--- config.mk ---
export PLATFORM = sky130hd
export DESIGN_NAME = rob_commit
export DESIGN_NICKNAME = d
export VERILOG_FILES = /design/src/rtl/rob_commit.sv
export SDC_FILE = /design/constraint.sdc
export NUM_CORES = 2
export LEC_CHECK = 0
export ABC_AREA = 1
export ABC_CLOCK_PERIOD_IN_PS = 27200
export BUFFER_PORTS_ARGS = -buffer_cell sky130_fd_sc_hd__buf_2
export CAP_MARGIN = 20
export CORE_MARGIN = 1.5
export CORE_UTILIZATION = 55
export CTS_CLUSTER_SIZE = 16
export DETAILED_ROUTE_END_ITERATION = 12
export PLACE_DENSITY_LB_ADDON = 0.05
export RECOVER_POWER = 50
export REMOVE_ABC_BUFFERS = 1
export SYNTH_ARGS = -nofsm -noshare
export SYNTH_HDL_FRONTEND = slang
export SYNTH_SLANG_ARGS = --single-unit
--- constraint.sdc ---
create_clock -name i_clk -period 27.2 [get_ports i_clk]
set_clock_uncertainty 0.15 [all_clocks]
set_input_delay 2.72 -clock i_clk [delete_from_list [all_inputs] [get_ports i_clk]]
set_output_delay 2.72 -clock i_clk [all_outputs]
set_load 0.05 [all_outputs]
--- src/rtl/rob_commit.sv ---
// rob_commit - retire end of the reorder buffer.
//
// Rows of NBANK uops are allocated at the tail by dispatch, slots are marked
// complete by writeback, and the head row retires in program order once all
// of its valid slots are done. A completed excepting slot retires only the
// older slots of its row, then the whole buffer is flushed for one cycle.
//
// Ports:
//   i_clk, i_rst                 clock, async active-high reset
//   i_disp_we/val/uops           dispatch one row at the tail
//   o_disp_ready, o_disp_tag     tail can accept a row / tail row index
//   i_wb_en/tag/exc              writeback {row,slot}, exception flag
//   o_commit_en/mask/uops/tag    head row retirement
//   o_flush, o_exc_tag           one-cycle flush and the excepting {row,slot}
//   o_empty, o_full              occupancy flags
module rob_commit #(
    parameter int NBANK  = 4,
    parameter int ROWS   = 16,
    parameter int ROW_W  = $clog2(ROWS),
    parameter int BANK_W = $clog2(NBANK),
    parameter int UOPW   = 7
) (
    input  logic                    i_clk,
    input  logic                    i_rst,
    input  logic                    i_disp_we,
    input  logic [NBANK-1:0]        i_disp_val,
    input  logic [NBANK*UOPW-1:0]   i_disp_uops,
    output logic                    o_disp_ready,
    output logic [ROW_W-1:0]        o_disp_tag,
    input  logic                    i_wb_en,
    input  logic [ROW_W+BANK_W-1:0] i_wb_tag,
    input  logic                    i_wb_exc,
    output logic                    o_commit_en,
    output logic [NBANK-1:0]        o_commit_mask,
    output logic [NBANK*UOPW-1:0]   o_commit_uops,
    output logic [ROW_W-1:0]        o_commit_tag,
    output logic                    o_flush,
    output logic [ROW_W+BANK_W-1:0] o_exc_tag,
    output logic                    o_empty,
    output logic                    o_full
);
    localparam logic [0:0] RUN   = 1'b0;
    localparam logic [0:0] FLUSH = 1'b1;

    logic [ROWS-1:0][NBANK-1:0]      val_q, val_d, busy_q, busy_d, exc_q, exc_d;
    logic [ROWS-1:0][NBANK*UOPW-1:0] uop_q, uop_d;
    logic [ROW_W-1:0]                head_q, head_d, tail_q, tail_d;
    logic [ROW_W:0]                  cnt_q, cnt_d;
    logic [0:0]                      state_q, state_d;
    logic [ROW_W+BANK_W-1:0]         exc_tag_q, exc_tag_d;

    logic [NBANK-1:0]  hv, hb, he;
    logic              e_found, blocked, commit, disp_fire, wb_ok;
    logic [BANK_W-1:0] e_idx;
    logic [NBANK-1:0]  older_mask;
    logic [ROW_W-1:0]  wb_row, wb_off;
    logic [BANK_W-1:0] wb_slot;

    assign hv = val_q[head_q];
    assign hb = busy_q[head_q];
    assign he = exc_q[head_q];

    // Oldest completed excepting slot, and whether anything that must retire
    // before it (or the whole row, if none) is still in flight.
    always_comb begin
        e_found    = 1'b0;
        e_idx      = '0;
        blocked    = 1'b0;
        older_mask = '0;
        for (int i = NBANK - 1; i >= 0; i--) begin
            if (hv[i] && !hb[i] && he[i]) begin
                e_found = 1'b1;
                e_idx   = BANK_W'(i);
            end
        end
        for (int i = 0; i < NBANK; i++) begin
            if (!e_found || i < int'(e_idx)) begin
                older_mask[i] = 1'b1;
                if (hv[i] && hb[i]) blocked = 1'b1;
            end
        end
    end

    assign o_empty       = (cnt_q == '0);
    assign o_full        = (cnt_q == (ROW_W+1)'(ROWS));
    assign o_disp_ready  = (state_q == RUN) && !o_full;
    assign o_disp_tag    = tail_q;
    assign o_flush       = (state_q == FLUSH);
    assign o_exc_tag     = exc_tag_q;
    assign o_commit_tag  = head_q;
    assign o_commit_uops = uop_q[head_q];

    // An excepting row always holds a valid slot, so count>0 is implied there.
    assign commit        = (state_q == RUN) && !blocked && (e_found || !o_empty);
    assign o_commit_en   = commit;
    assign o_commit_mask = commit ? (hv & older_mask) : '0;

    assign disp_fire = i_disp_we && o_disp_ready;
    assign wb_row    = i_wb_tag[ROW_W+BANK_W-1:BANK_W];
    assign wb_slot   = i_wb_tag[BANK_W-1:0];
    assign wb_off    = wb_row - head_q;
    // Allocated = distance from head (mod ROWS) below the occupancy count.
    assign wb_ok     = i_wb_en && (state_q == RUN) && ({1'b0, wb_off} < cnt_q)
                       && (int'(wb_slot) < NBANK) && val_q[wb_row][wb_slot];

    always_comb begin
        val_d     = val_q;
        busy_d    = busy_q;
        exc_d     = exc_q;
        uop_d     = uop_q;
        head_d    = head_q;
        tail_d    = tail_q;
        cnt_d     = cnt_q;
        state_d   = state_q;
        exc_tag_d = exc_tag_q;
        if (state_q == FLUSH) begin
            val_d   = '0;
            busy_d  = '0;
            exc_d   = '0;
            tail_d  = head_q;
            cnt_d   = '0;
            state_d = RUN;
        end else begin
            if (wb_ok) begin
                busy_d[wb_row][wb_slot] = 1'b0;
                exc_d[wb_row][wb_slot]  = i_wb_exc;
            end
            if (commit) begin
                val_d[head_q]  = '0;
                busy_d[head_q] = '0;
                exc_d[head_q]  = '0;
                // head moves past the excepting row so refill starts after it
                head_d         = head_q + 1'b1;
                if (e_found) begin
                    state_d   = FLUSH;
                    exc_tag_d = {head_q, e_idx};
                end
            end
            if (disp_fire) begin
                val_d[tail_q]  = i_disp_val;
                busy_d[tail_q] = i_disp_val;
                exc_d[tail_q]  = '0;
                uop_d[tail_q]  = i_disp_uops;
                tail_d         = tail_q + 1'b1;
            end
            cnt_d = cnt_q + (ROW_W+1)'(disp_fire) - (ROW_W+1)'(commit);
        end
    end

    always_ff @(posedge i_clk or posedge i_rst) begin
        if (i_rst) begin
            val_q     <= '0;
            busy_q    <= '0;
            exc_q     <= '0;
            uop_q     <= '0;
            head_q    <= '0;
            tail_q    <= '0;
            cnt_q     <= '0;
            state_q   <= RUN;
            exc_tag_q <= '0;
        end else begin
            val_q     <= val_d;
            busy_q    <= busy_d;
            exc_q     <= exc_d;
            uop_q     <= uop_d;
            head_q    <= head_d;
            tail_q    <= tail_d;
            cnt_q     <= cnt_d;
            state_q   <= state_d;
            exc_tag_q <= exc_tag_d;
        end
    end
endmodule

==> results by group <==
STA
  • Total Neg Setup Slack: 0 ps
  • Min cycle time layout: roughly 15000 ps
  • Hold_ws: 322 ps
  • Worst Tran Pin Value: ~8000 ps
  • Worst rel slew slack: -449%
  • # setup viols final: 0
  • Final Max Tran Viols: roughly 850
  • Final worst slack: ~13000 ps
  • Fin. Hold Viols: 0
  • RSZ-0062 raised after global routing: false
  • Fmax: just under 70 MHz
  • Crit share post-route: a little over half

Yosys
  • Synth Area in Compound Gates: about 15%
  • Area share of fa/ha/maj cells after synthesis: 0.844%
  • Synthesized area: 0.0344 sq mm
  • Post-synthesis cell type count: 44
  • Area share of and/or/nand/nor cells after synthesis: between 20 and 25%
  • Cells after Synth: roughly 4400
  • Ys flop type: dfrtp_1
  • Mux cell area share after synthesis: 5.50%
  • Register area share after synthesis: between 40% and 50%
  • Largest family of logic cells by synthesized area: simple AND/OR/NAND/NOR gates
  • Ys Warns: 0
  • Async SR Flop Fraction: 100%
  • Post-synth EDFFs: 0
  • Xor-xnor portion of the synthesized cell area: less than 1%
  • #FFs+latches synth: between 600 and 700
  • Mapped Avg Cell Area: between 7 and 8 sq um

Finish
  • Multi-input logic area: around 0.015 sq mm
  • Reg area: ~0.017 sq mm
  • Synthesis-to-finish area growth: 8.43%
  • Fill cells: approximately 5800
  • Finished Core Util: about three fifths
  • Most frequent cells in the layout: 1146 x nand2_1, 657 x dfrtp_1, 531 x inv_1
  • Nets: roughly 4400
  • Most common cell after layout, fill and taps aside: nand2_1
  • Share of cells above drive strength 1: a little over a tenth

Placed design
  • # port buffers: 93
  • Hpwl dp: 58.8 mm
  • Placement Setup Slack: between 15000 and 20000 ps
  • Routability cong.: approximately 0.9

Clock network
  • # resized after CTS: 0
  • CTS tree: yes
  • Worst-path clk slew: 60 ps
  • Hold buffer count at cts: 0
  • H-tree depth: 3
  • Root buffer cell: clkbuf_16
  • Postcts setup bufs: 0
  • CTS buffer count: ~70
  • CTS sink count: 660
  • Clock Latency Late Sink: a little over 600 ps
  • Clock Path Buffers: 3

Power and ir drop
  • Net switching power: ~2.1 mW
  • Switching share of power: between 40 and 50%
  • PwrDens: between 100 and 150 mW/mm^2
  • Clk network pwr share: around 20%
  • Worst IR Drop VDD: 0.0910 mV
  • Leakage: between 15 and 20 nW
  • Combinational fraction of design power: ~46%
  • Total internal power: approximately 2.6 mW
  • Register share of total power: approximately 34%

Floorplan
  • Die Area: 0.0641 sq mm
  • Row cnt: 91
  • DIE HEIGHT: 253 um
  • Ports: 94
  • Core area: between 0.06 and 0.07 sq mm
  • Horiz. Die Dim: approximately 250 um
  • Effective utilization at floorplan: roughly 56%

Global routing
  • Number of global-route vias before repair: about 27000
  • Largest net degree at the start of global routing: just under 200
  • Gr usage total: between 30 and 40%
  • Grt total ovfl: 0
  • First-pass GRT wire length: roughly 160 mm
  • Initial antenna violation count: 1

Critical path
  • Reg2Reg Depth: 28
  • CP top delay family: buffers and inverters
  • Slowest stage delay, CP: 5920 ps
  • Critical Path End Type: asynchronous set/reset pin
  • Crit Path Class: in -> async
  • CP startpoint: i_rst
  • Cell Chain, Critical Path: buf_2, clkinvlp_2, clkbuf_1
  • Reg2Reg Setup Slack: around 20000 ps
  • Instance count on the critical path: 3
  • CP endpoint: o_flush
  • Crit path buffers/inverters: 3
  • Largest fanout on the critical path: ~150
  • Arr. time, crit path: 11810 ps
  • RR Endpoint: cnt_q[4]
  • Slowest stage cell, crit path: clkbuf_1
  • Critical path startpoint category: input port
  • Req. time, crit path: roughly 25000 ps
  • R2R Path Start: o_commit_tag[0]

Routing
  • Pre-antenna DRT Iters: 5
  • Routed vias/inst: between 5 and 6
  • Drc violations: 0
  • Iteration-0 DRC Markers: 2678
  • Post-Route WL: ~100 mm
  • Routed Antenna Nets: 0
  • Detailed-route wire length per cell: about 20 um
  • Vias: 29100

Hold path
  • Hold Startpoint: uop_q[343]
  • Worst Hold Class: reg -> reg

Run
  • # Max-Cap Violations: 15

Outcome
  • Status: finished with violations
  • Failing checks: max-capacitance violations, max-slew violations
-- metrics by stage --
stage | instances | power, mW | area, sq um
after floorplan | 4112 | 3.20 | 33100
after global placement | 5093 | 3.75 | 35200
after detailed placement | 5093 | 3.78 | 35200
after CTS | 5217 | 4.76 | 37400
after global routing | 5218 | 5.08 | 37300
final | 5219 | 4.75 | 37300
-- cell type report --
type	count	area share, %
Sequential cell	660	44.3
Multi-Input combinational cell	2901	39.0
Clock buffer	108	5.62
Inverter	551	5.58
Tap cell	837	2.81
Timing Repair Buffer	145	2.16
Clock inverter	16	0.517
Antenna cell	1	0.00671
-- power by group through the flow --
| stage | Sequential, mW | Clock [mW] | Combinational [mW] |
|---|---|---|---|
| global placement | 1.59 | 0 | 2.16 |
| global route | 1.64 | 1.02 | 2.42 |
| finish | 1.59 | 0.965 | 2.20 |
| floorplan | 1.65 | 0 | 1.55 |
| CTS | 1.59 | 0.979 | 2.19 |
| detailed placement | 1.60 | 0 | 2.18 |
-- worst min-delay path by stage --
stage | end | cells after the start
floorplan | uop_q[336] | 2
global placement | uop_q[406] | 2
detailed placement | uop_q[443] | 2
CTS | uop_q[445] | 2
global route | uop_q[355] | 2
finish | uop_q[343] | 2
-- state kept, by name, indices dropped and copies added, names as in the netlist --
register      flops
uop_q           448
busy_q           64
exc_q            64
val_q            64
o_exc_tag         6
cnt_q             5
o_commit_tag      4
o_disp_tag        4
o_flush           1
-- worst register-to-register path, delay by kind of cell (launching register included) --
family                   cells  cell delay (ps)
buffers and inverters        8             2880
AND/OR/NAND/NOR             15             1920
adder cells (fa/ha/maj)      3              770
flip-flops                   1              730
XOR/XNOR                     1              120
AO/OA/AOI/OAI                1               60
-- per-layer routing --
metal	vias up	share of wire (%)	GRT usage (%)
met5	-	0.011	0
met4	2	2.9	9.72
met3	187	6.8	4.34
met2	1038	45	51.3
met1	14000	45	47.0
li1	13900	-	-
-- cell usage after synthesis (3+ instances only) --
cell | instances | area share (%)
dfrtp_1 | 660 | 48
nand4_2 | 7 | 0.25
buf_4 | 5 | 0.11
or4_1 | 13 | 0.28
buf_6 | 12 | 0.39
mux2_2 | 168 | 5.5
buf_2 | 50 | 0.73
ha_1 | 20 | 0.73
xor2_1 | 5 | 0.13
o21ai_1 | 80 | 1.2
clkbuf_1 | 189 | 2.1
nand4_4 | 10 | 0.62
nand2_1 | 1148 | 13
inv_2 | 13 | 0.14
a21oi_1 | 465 | 6.8
nand3_1 | 164 | 2.4
nand4_1 | 3 | 0.055
nor4_1 | 7 | 0.13
o211ai_1 | 3 | 0.065
o21ai_0 | 456 | 6.6
xnor2_1 | 3 | 0.076
nor2_2 | 3 | 0.055
buf_1 | 41 | 0.45
a22oi_1 | 8 | 0.17
nor2_1 | 280 | 3.1
nand2_2 | 16 | 0.29
inv_1 | 536 | 5.8
o22ai_1 | 6 | 0.11
a2111o_1 | 15 | 0.49
nor4_2 | 5 | 0.18
nand3_2 | 3 | 0.087
-- cell families (layout without fill, tap and decap cells) --
group                    after synthesis  in the layout
AO/OA/AOI/OAI                       1037           1037
XOR/XNOR                               8              8
adder cells (fa/ha/maj)               22             22
buffers and inverters                848            820
flip-flops                           660            660
multiplexers                         168            168
other                                  0              1
AND/OR/NAND/NOR                     1666           1666
Note: power is estimated with default switching activity, not from simulation.
